### config.mk
export PLATFORM = sky130hd
export DESIGN_NAME = imem_loader
export DESIGN_NICKNAME = d
export VERILOG_FILES = /design/src/rtl/imem_loader_pkg.sv /design/src/rtl/imem_loader.sv
export SDC_FILE = /design/constraint.sdc
export NUM_CORES = 1
export LEC_CHECK = 0
export CORE_ASPECT_RATIO = 0.7
export CORE_MARGIN = 2
export CORE_UTILIZATION = 67
export DETAILED_ROUTE_END_ITERATION = 10
export DONT_BUFFER_PORTS = 1
export HOLD_SLACK_MARGIN = 0.06
export PLACE_DENSITY_LB_ADDON = 0.05
export SYNTH_ARGS = -nofsm -noshare
export SYNTH_HDL_FRONTEND = slang
export SYNTH_SLANG_ARGS = --single-unit
export TNS_END_PERCENT = 100
### constraint.sdc
create_clock -name clk -period 3.2 [get_ports clk]
set_input_delay 0.32 -clock clk [delete_from_list [all_inputs] [get_ports clk]]
set_output_delay 0.32 -clock clk [all_outputs]
set_load 0.05 [all_outputs]
### src/rtl/imem_loader_pkg.sv
// Shared definitions for the instruction-memory loader: opcode set,
// loader state encoding and the opcode screening helper.
package imem_loader_pkg;

    typedef enum logic [6:0] {
        ERROR = 7'b0000000,
        LTYPE = 7'b0000011,
        ITYPE = 7'b0010011,
        AUIPC = 7'b0010111,
        STYPE = 7'b0100011,
        RTYPE = 7'b0110011,
        LUI   = 7'b0110111,
        BTYPE = 7'b1100011,
        JALR  = 7'b1100111,
        JTYPE = 7'b1101111
    } opCode_t;

    typedef enum logic [2:0] {
        IDLE   = 3'd0,
        LEN_LO = 3'd1,
        LEN_HI = 3'd2,
        BYTE   = 3'd3,
        WRITE  = 3'd4,
        DONE   = 3'd5,
        ERR    = 3'd6
    } loader_state_t;

    localparam int LEN_FIELD_W = 16;

    // ERROR is a reserved encoding, never a legal instruction opcode.
    function automatic logic is_valid_opcode(input logic [6:0] op);
        logic ok;
        ok = 1'b0;
        case (op)
            LTYPE, ITYPE, AUIPC, STYPE, RTYPE,
            LUI, BTYPE, JALR, JTYPE: ok = 1'b1;
            default:                 ok = 1'b0;
        endcase
        return ok;
    endfunction

endpackage

### src/rtl/imem_loader.sv
// Boot-time instruction memory loader: assembles little-endian words from a
// byte stream, screens opcodes and releases the core only after a clean load.
module imem_loader
    import imem_loader_pkg::*;
#(
    parameter int DATA_WIDTH = 32,
    parameter int IMEM_DEPTH = 256,
    parameter int ADDR_WIDTH = $clog2(IMEM_DEPTH)
) (
    input  logic                  clk,
    input  logic                  rstN,
    input  logic                  start,
    input  logic [7:0]            byte_in,
    input  logic                  byte_valid,
    output logic                  byte_ready,
    output logic                  imem_wr_en,
    output logic [ADDR_WIDTH-1:0] imem_wr_addr,
    output logic [DATA_WIDTH-1:0] imem_wr_data,
    output logic                  core_rstN,
    output logic                  done,
    output logic                  error,
    output logic [ADDR_WIDTH:0]   word_count,
    output loader_state_t         dbg_state
);

    // Handshake: a byte moves on a rising edge where byte_valid && byte_ready.
    // byte_ready is decoded from the state register alone, never from byte_valid.

    loader_state_t           r_state;
    loader_state_t           w_next_state;
    logic [LEN_FIELD_W-1:0]  r_len;
    logic [1:0]              r_idx;
    logic [DATA_WIDTH-1:0]   r_shift;
    logic [ADDR_WIDTH-1:0]   r_addr;
    logic [ADDR_WIDTH:0]     r_count;

    logic                    w_xfer;
    logic [LEN_FIELD_W-1:0]  w_len_full;
    logic                    w_len_oversize;
    logic                    w_len_zero;
    logic                    w_op_ok;
    logic                    w_op_reject;
    logic [ADDR_WIDTH:0]     w_count_inc;
    logic                    w_last_word;

    assign w_xfer         = byte_valid && byte_ready;
    assign w_len_full     = {byte_in, r_len[7:0]};
    assign w_len_oversize = 32'(w_len_full) > 32'(IMEM_DEPTH);
    assign w_len_zero     = (w_len_full == '0);
    assign w_op_ok        = is_valid_opcode(byte_in[6:0]);
    assign w_op_reject    = (r_idx == 2'd0) && !w_op_ok;
    assign w_count_inc    = r_count + {{ADDR_WIDTH{1'b0}}, 1'b1};
    assign w_last_word    = 32'(w_count_inc) == 32'(r_len);

    always_ff @(posedge clk) begin
        if (!rstN) begin
            r_state <= IDLE;
        end else begin
            r_state <= w_next_state;
        end
    end

    always_comb begin
        w_next_state = r_state;
        case (r_state)
            IDLE: begin
                if (start) w_next_state = LEN_LO;
            end
            LEN_LO: begin
                if (w_xfer) w_next_state = LEN_HI;
            end
            LEN_HI: begin
                if (w_xfer) begin
                    if (w_len_oversize)  w_next_state = ERR;
                    else if (w_len_zero) w_next_state = DONE;
                    else                 w_next_state = BYTE;
                end
            end
            BYTE: begin
                if (w_xfer) begin
                    if (w_op_reject)          w_next_state = ERR;
                    else if (r_idx == 2'd3)   w_next_state = WRITE;
                end
            end
            WRITE: begin
                w_next_state = w_last_word ? DONE : BYTE;
            end
            DONE, ERR: begin
                if (start) w_next_state = LEN_LO;
            end
            default: w_next_state = IDLE;
        endcase
    end

    // The write strobe is also gated by rstN so a reset landing on the
    // WRITE cycle suppresses the write instead of letting it through.
    always_comb begin
        byte_ready = 1'b0;
        imem_wr_en = 1'b0;
        done       = 1'b0;
        error      = 1'b0;
        core_rstN  = 1'b0;
        case (r_state)
            LEN_LO, LEN_HI, BYTE: byte_ready = 1'b1;
            WRITE:                imem_wr_en = rstN;
            DONE: begin
                done      = 1'b1;
                core_rstN = 1'b1;
            end
            ERR:                  error = 1'b1;
            default: ;
        endcase
    end

    always_ff @(posedge clk) begin
        if (!rstN) begin
            r_len   <= '0;
            r_idx   <= '0;
            r_shift <= '0;
            r_addr  <= '0;
            r_count <= '0;
        end else begin
            case (r_state)
                IDLE, DONE, ERR: begin
                    if (start) begin
                        r_idx   <= '0;
                        r_addr  <= '0;
                        r_count <= '0;
                    end
                end
                LEN_LO: begin
                    if (w_xfer) r_len[7:0] <= byte_in;
                end
                LEN_HI: begin
                    if (w_xfer) begin
                        r_len[15:8] <= byte_in;
                        r_idx       <= '0;
                    end
                end
                BYTE: begin
                    // A rejected opcode byte is dropped, not shifted in.
                    if (w_xfer && !w_op_reject) begin
                        r_shift <= {byte_in, r_shift[DATA_WIDTH-1:8]};
                        r_idx   <= r_idx + 2'd1;
                    end
                end
                WRITE: begin
                    r_addr  <= r_addr + {{(ADDR_WIDTH-1){1'b0}}, 1'b1};
                    r_count <= w_count_inc;
                end
                default: ;
            endcase
        end
    end

    assign imem_wr_addr = r_addr;
    assign imem_wr_data = r_shift;
    assign word_count   = r_count;
    assign dbg_state    = r_state;

endmodule

* Word-level counts from Yosys, hierarchy flattened *
Index checks and enable logic that the tools add are counted.
Widths: inputs -> output; s select.

word-level totals
  bits in registers = 70
  input port bits = 12
  word-level logic and storage cells = 76

cells by class
  add/subtract/negate cells = 3
  $lt $le $gt $ge = 1
  equality and inequality tests = 23
  mux-type cells = 23
  reductions and logical operators = 19

operators with widths
  operator             number
  $mux 3               9
  $eq 7x6->1 const B   3
  $eq 7x7->1 const B   3
  $pmux 9 s2           1
  $eq 9x16->1          1
  $gt 16x9->1 const B  1
  $logic_not 16->1     1
  $pmux 8 s2           1
  $pmux 3 s5           1
  $eq 7x5->1 const B   2
  $add 9x1->9 const B  1
  $eq 3x3->1 const B   3
  $mux 9               1
  $reduce_or 9->1      1
  $add 8x1->8 const B  1
  $mux 8               1
  $ne 2x2->1 const B   4
  $reduce_and 2->1     4
  $eq 7x2->1 const B   1
  $eq 3x2->1 const B   2
  $mux 2               3
  $pmux 2 s3           1
  $reduce_or 3->1      2
  $mux 1               5
  13 further kinds     16

* Logic depth before layout (Yosys ltp) *
Gate-level depths: netlist of the first run.

  word-level depth = 9
  depth in mapped cells = 9
  depth with buffers taken out = 7

* Least setup slack after synthesis of the first run *
No wires, ideal clock.

  path kind = register to register
  start = register r_state[1], in the netlist dbg_state[1]
  end = register r_count[4], in the netlist word_count[4]
  setup time = 132 ps
  arrival time = 2,478 ps
  slack = 590 ps
  stages on the path, launching flop included = 8
  buffers on the path = 1
  period minus slack after synthesis = 2,610 ps
  cell sequence = dfxtp_1 > inv_1 > nor2_1 > o21ai_1 > and2_1 > buf_2 > o21ai_1 > a21oi_1

on the way
  longest elaborated chain between the ends = 4
  elaborated cells between the ends (all ways) = 9

ends and longest elaborated chain
  what                                                       RTL line            text
  start, declared                                            imem_loader.sv:29   loader_state_t r_state;
  start signal, assigned                                     imem_loader.sv:59   r_state <= w_next_state;
  $eq 3x3->1 or $logic_not 3->1 (tied branches)              imem_loader.sv:123  case (r_state)
  $reduce_or 3->1 (no line)                                  -
  $ne 2x1->1 (no line) or $reduce_bool 2->1 (tied branches)  -
  $reduce_and 2->1 (no line)                                 -
  end signal, assigned                                       imem_loader.sv:149  r_count <= w_count_inc;
  end, declared                                              imem_loader.sv:35   logic [ADDR_WIDTH:0] r_count;

Parallel ways exist; a longest one is shown, timed or not.
A chain may end at the register's enable or synchronous reset.

* Worst setup path after layout of the first run *
  start = register r_state[2], in the netlist dbg_state[2]
  end = output port imem_wr_en

on the way
  longest elaborated chain between the ends = 2

ends and longest elaborated chain
  what           RTL line            text
  $eq 3x3->1     imem_loader.sv:103  case (r_state)
  $mux 1         imem_loader.sv:103
  end, declared  imem_loader.sv:16   output logic imem_wr_en,

No other way between the ends.

==> results of run 1 <==
==> power by group through the flow <==
stage	Clock, mW	Combinational (mW)	Sequential, mW
after floorplan	0	0.417	1.01
after global placement	0	0.520	0.995
after detailed placement	0	0.525	0.996
after CTS	0.784	0.535	0.976
after global routing	0.817	0.591	0.983
final	0.775	0.542	0.979
==> routing by layer <==
layer / wire, microns / vias up
met3: 576 / 19
met5: 0 / -
met2: 3320 / 108
met4: 133 / 0
li1: - / 1416
met1: 3640 / 1353
==> cells in the mapped netlist, types with 2 or more instances <==
master / instances / share of area
nand2_1: 88 / 0.10
dfxtp_1: 70 / 0.43
a21oi_1: 51 / 0.077
nor2_1: 39 / 0.044
mux2i_1: 17 / 0.052
clkbuf_1: 16 / 0.018
o21ai_1: 12 / 0.018
nand3_1: 10 / 0.015
xnor2_1: 9 / 0.024
buf_2: 7 / 0.011
nor3_1: 6 / 0.0091
inv_1: 5 / 0.0057
nor4_1: 5 / 0.0095
or3_1: 5 / 0.0095
xor2_1: 5 / 0.013
and3_1: 4 / 0.0076
ha_1: 4 / 0.015
nand2b_1: 4 / 0.0076
a311oi_1: 3 / 0.0080
buf_4: 3 / 0.0068
nand3b_1: 3 / 0.0068
o21ai_0: 3 / 0.0046
or2_1: 3 / 0.0057
a211oi_1: 2 / 0.0046
a31oi_1: 2 / 0.0038
and2_1: 2 / 0.0038
inv_2: 2 / 0.0023
nor2b_1: 2 / 0.0038
nor3_2: 2 / 0.0061
nor4b_1: 2 / 0.0053
o22ai_1: 2 / 0.0038
or2_0: 2 / 0.0038
==> worst max-delay path: stages (launching register included) <==
cell	delay (ps)
dfxtp_1	920
nor2b_1	330
nand2_1	410
nor2_1	290
buf_4	240
==> stage by stage <==
stage	setup WS, ps	utilization	total power [mW]	hold WS [ps]
finish	332	0.752	2.30	91.5
floorplan	590	-	1.42	438
global route	220	0.752	2.39	80.5
detailed placement	667	0.707	1.52	445
global placement	813	0.707	1.51	439
CTS	418	0.752	2.30	84.1
==> sequential cells by signal, indices dropped and copies added, names as in the netlist <==
signal,count
r_len,16
imem_wr_data,32
dbg_state,3
word_count,9
r_idx,2
imem_wr_addr,8
==> cells by family (layout without fill, tap and decap cells) <==
group | count (synthesis) | in the layout | share of synthesized area
AND/OR/NAND/NOR | 181 | 181 | 0.249
AO/OA/AOI/OAI | 91 | 91 | 0.168
flip-flops | 70 | 70 | 0.425
buffers and inverters | 34 | 36 | 0.0448
multiplexers | 18 | 18 | 0.0550
XOR/XNOR | 14 | 14 | 0.0372
adder cells (fa/ha/maj) | 5 | 5 | 0.0213
==> layout make-up <==
| cell class | count | area [sq um] |
|---|---|---|
| Tap cell | 69 | 86.3 |
| Clock inverter | 5 | 83.8 |
| Fill cell | 367 | 1180 |
| Clock buffer | 11 | 131 |
| Timing Repair Buffer | 12 | 90.1 |
| Sequential cell | 70 | 1400 |
| Inverter | 8 | 30.0 |
| Multi-Input combinational cell | 309 | 1750 |
==> layout by cell type, fill, tap and decap left out, types with 6 or more instances in the layout <==
| cell | synthesis | layout |
|---|---|---|
| a21oi_1 | 51 | 51 |
| buf_4 | 3 | 12 |
| clkbuf_8 | 0 | 9 |
| dfxtp_1 | 70 | 70 |
| mux2i_1 | 17 | 17 |
| nand2_1 | 88 | 88 |
| nand3_1 | 10 | 10 |
| nor2_1 | 39 | 39 |
| nor3_1 | 6 | 6 |
| o21ai_1 | 12 | 12 |
| xnor2_1 | 9 | 9 |
==> worst paths after layout <==
check,endpoint,slack [ps]
hold / removal,word_count[5],90
hold reg to reg,r_len[12],500
setup / recovery,imem_wr_en,330
setup reg to reg,imem_wr_addr[7],570
==> impl_metrics.env, run 1 <==
export IMPL_dpl_hpwl_microns=5190
export IMPL_combPwrFrac=0.236
export IMPL_ios=69
export IMPL_port_buffers=0
export IMPL_crit_arrival_ps=2550
export IMPL_status="finished clean"
export IMPL_whs_path_depth=1
export IMPL_syn_cell_area_sq_um=3300
export IMPL_grt_pass1_vias=2684
export IMPL_grt_ovfl_total=0
export IMPL_skew_ps=3.37
export IMPL_worstSetupPathType="reg2out"
export IMPL_async_flop_share=0
export IMPL_grt_usage=0.296
export IMPL_cts_buffer_depth=2
export IMPL_p_leak_nw=1.22
export IMPL_period_needed_ps=2870
export IMPL_drt_pre_antenna_iters=5
export IMPL_r2r_start="dbg_state[2]"
export IMPL_ys_ff_latch=70
export IMPL_cts_htree_levels=3
export IMPL_cts_resized_gates=0
export IMPL_grt_max_degree=56
export IMPL_die_h_microns=62.7
export IMPL_rsz0062_at_grt="false"
export IMPL_max_slew_margin_rel=0.191
export IMPL_diodes=0
export IMPL_yosysUniqueCellTypes=55
export IMPL_cts_tree="yes"
export IMPL_synthFlopType="dfxtp_1"
export IMPL_dieArea_sq_um=5510
export IMPL_synth_cells=413
export IMPL_vias=2896
export IMPL_p_switching_mw=0.757
export IMPL_finalSetupTns_ps=0
export IMPL_met1_usage=0.427
export IMPL_syn_to_final_growth_pct=8.50
export IMPL_slew_violations=0
export IMPL_antenna_found_initial=0
export IMPL_cts_root_buf="clkbuf_8"
export IMPL_startpoint_type="flop"
export IMPL_setup_viol=0
export IMPL_seqPwrFrac=0.426
export IMPL_holdBufCountCts=0
export IMPL_gp_congestion=0.862
export IMPL_numCtsBuffers=9
export IMPL_worstHoldStart="rstN"
export IMPL_p_per_area_nw_per_um2=642
export IMPL_cp_end_kind="output pin"
export IMPL_min_period_over_period=0.896
export IMPL_wl_per_cell_microns=15.9
export IMPL_clkSinkCount=70
export IMPL_switching_share=0.330
export IMPL_cap_violations=0
export IMPL_rr_worst_depth=6
export IMPL_drc_errors=0
export IMPL_die_w_microns=87.8
export IMPL_cp_startpoint="dbg_state[2]"
export IMPL_nets=427
export IMPL_peakVddDrop_mv=0.319
export IMPL_worst_slew_pin_slew_ps=1210
export IMPL_grt_pass1_wl_microns=12800
export IMPL_power_internal_mw=1.54
export IMPL_post_cts_setup_buffer_count=0
export IMPL_synth_edf_count=0
export IMPL_met3_usage=0.110
export IMPL_coreArea_sq_um=4760
export IMPL_grt_busiest_layer="met1"
export IMPL_placed_cells=468
export IMPL_initial_core_util=0.693
export IMPL_finalHoldViolations=0
export IMPL_ys_seq_area_frac=0.425
export IMPL_drt_wl_total_microns=7670
export IMPL_viasPerCell=5.98
export IMPL_required_ps=2880
export IMPL_placed_cell_area_sq_um=3360
export IMPL_layout_drive_gt1_share=0.0843
export IMPL_avgSynthCellArea_sq_um=7.98
export IMPL_ys_warn_count=0
export IMPL_clk_pin_slew_ps=70
export IMPL_drt_iter0_drc=247
export IMPL_fmax_ghz=0.349
export IMPL_hp_class="in2reg"
export IMPL_layout_cells_non_filler=484
export IMPL_core_rowCount=21
export IMPL_p_clk_frac=0.338
export IMPL_grt_util_met2=0.412
export IMPL_path_max_fanout=17
export IMPL_insertion_delay_ps=350
export IMPL_final_cell_area_sq_um=3580
export IMPL_ant_nets=0
export IMPL_synth_nets=430
No activity file was read; power rests on OpenSTA's default activity.
==> run 2: changes to the inputs <==
Settings changed: GPL_TIMING_DRIVEN set to 0.
==> run 2 against run 1 <==
- first-iteration DRC count shrank 13%
- combinational power shrank 3.9%
- sequential power grew 2%
- sequential cell count is the same
- critical path type is now reg2reg
- critical endpoint is now dbg_state[1]
- die area is the same
- largest cell class unchanged
- largest power group unchanged
- clock power grew 2.8%
==> impl_metrics.env, run 2 (synthesized netlist as in run 1, its figures left out) <==
export IMPL_status="finished clean"
export IMPL_nets=441
export IMPL_grt_ovfl_total=0
export IMPL_cpPeakStageDelay_ps=780
export IMPL_vias=2936
export IMPL_min_period_over_period=0.890
export IMPL_grt_max_degree=14
export IMPL_worst_slew_pin_slew_ps=1220
export IMPL_period_needed_ps=2850
export IMPL_holdBufCountCts=0
export IMPL_fmax_ghz=0.351
export IMPL_initial_core_util=0.693
export IMPL_insertion_delay_ps=350
export IMPL_skew_ps=7.22
export IMPL_layout_cells_non_filler=498
export IMPL_path_max_fanout=10
export IMPL_gp_congestion=0.816
export IMPL_cts_buffer_depth=2
export IMPL_clkSinkCount=70
export IMPL_setup_viol=0
export IMPL_diodes=0
export IMPL_dpl_hpwl_microns=5640
export IMPL_cpLargestDelayFamily="simple AND/OR/NAND/NOR gates"
export IMPL_finalHoldViolations=0
export IMPL_die_w_microns=87.8
export IMPL_placed_cells=482
export IMPL_grt_pass1_vias=2778
export IMPL_cts_tree="yes"
export IMPL_rsz0062_at_grt="false"
export IMPL_placed_cell_area_sq_um=3380
export IMPL_drt_iter0_drc=215
export IMPL_worstSetupPathType="reg2reg"
export IMPL_cts_root_buf="clkbuf_8"
export IMPL_coreArea_sq_um=4760
export IMPL_post_cts_setup_buffer_count=0
export IMPL_crit_arrival_ps=3080
export IMPL_final_cell_area_sq_um=3610
export IMPL_fillerInstances=371
export IMPL_required_ps=3430
export IMPL_ant_nets=0
export IMPL_cap_violations=0
export IMPL_p_leak_nw=1.21
export IMPL_peakVddDrop_mv=0.416
export IMPL_hp_class="in2reg"
export IMPL_layout_drive_gt1_share=0.0862
export IMPL_die_h_microns=62.7
export IMPL_multi_input_area_sq_um=1750
export IMPL_wl_per_cell_microns=16.1
export IMPL_largest_reg_flops=32
export IMPL_grt_pass1_wl_microns=13300
export IMPL_clk_pin_slew_ps=80
export IMPL_layout_common_cells="nand2_1 (88), dfxtp_1 (70), a21oi_1 (51)"
export IMPL_finalSetupTns_ps=0
export IMPL_startpoint_type="flop"
export IMPL_final_util=0.759
export IMPL_viasPerCell=5.90
export IMPL_core_rowCount=21
export IMPL_critPathBufInv=2
export IMPL_cts_htree_levels=3
export IMPL_slew_violations=0
export IMPL_drt_wl_total_microns=8030
export IMPL_dieArea_sq_um=5510
export IMPL_cp_end_kind="flop"
export IMPL_crit_slowest_cell="dfxtp_1"
export IMPL_drc_errors=0
export IMPL_p_per_area_nw_per_um2=641
export IMPL_seq_area_sq_um=1400
export IMPL_antenna_found_initial=0
export IMPL_max_slew_margin_rel=0.184
export IMPL_fin_worst_hold_slack_ps=89.0
export IMPL_grt_usage=0.312
export IMPL_path_cells="ha_1, buf_4, and3_1, buf_2, and3_2, xnor2_1, nor4_2, a21oi_1, a311o_1"
export IMPL_port_buffers=0
export IMPL_syn_to_final_growth_pct=9.49
export IMPL_numCtsBuffers=9
export IMPL_layout_commonest_cell="nand2_1"
export IMPL_ios=69
export IMPL_drt_pre_antenna_iters=4
[run 2: power breakdown]
part           internal (mW)  switching (mW)
Sequential             0.910          0.0861
Combinational          0.186           0.335
Clock                  0.441           0.356
[run 2: final cells by class]
class                   instances  area share
clock inverters                 7      0.0270
well taps                      69      0.0239
clock buffers                   9      0.0343
multi-input cells             309       0.486
plain buffers                  26      0.0326
inverters                       8     0.00832
flip-flops and latches         70       0.388
[run 2: worst reg2reg max path, cell delays in order (launching register included)]
cell and delay (ps):
dfxtp_1 780, ha_1 260, buf_4 160, and3_1 180, buf_2 170, and3_2 230
xnor2_1 100, nor4_2 390, a21oi_1 120, a311o_1 350
[run 2: what timing repair did]
item                       CTS  global route
resized for setup            0             2
hold endpoints to repair     0             0
setup endpoints to repair    0             5
[run 2: per-stage QoR]
stage          power [mW]  setup slack [ps]
5_1_grt              2.41               251
6_report             2.31               354
2_1_floorplan        1.42               590
3_5_place_dp         1.52               214
3_3_place_gp         1.51               270
4_1_cts              2.31               178
[run 2: worst paths after layout]
kind,endpoint,start,depth (start not counted),slack [ps]
max,dbg_state[1],word_count[0],9,350
min,word_count[5],rstN,1,90
min reg2reg,r_len[11],r_len[11],2,500
max reg2reg,dbg_state[1],word_count[0],9,350
[run 2: metal layers]
layer / GRT usage / share of wire
met1: 0.450 / 0.47
met2: 0.444 / 0.43
met3: 0.122 / 0.087
met5: 0 / 0
met4: 0.0654 / 0.012
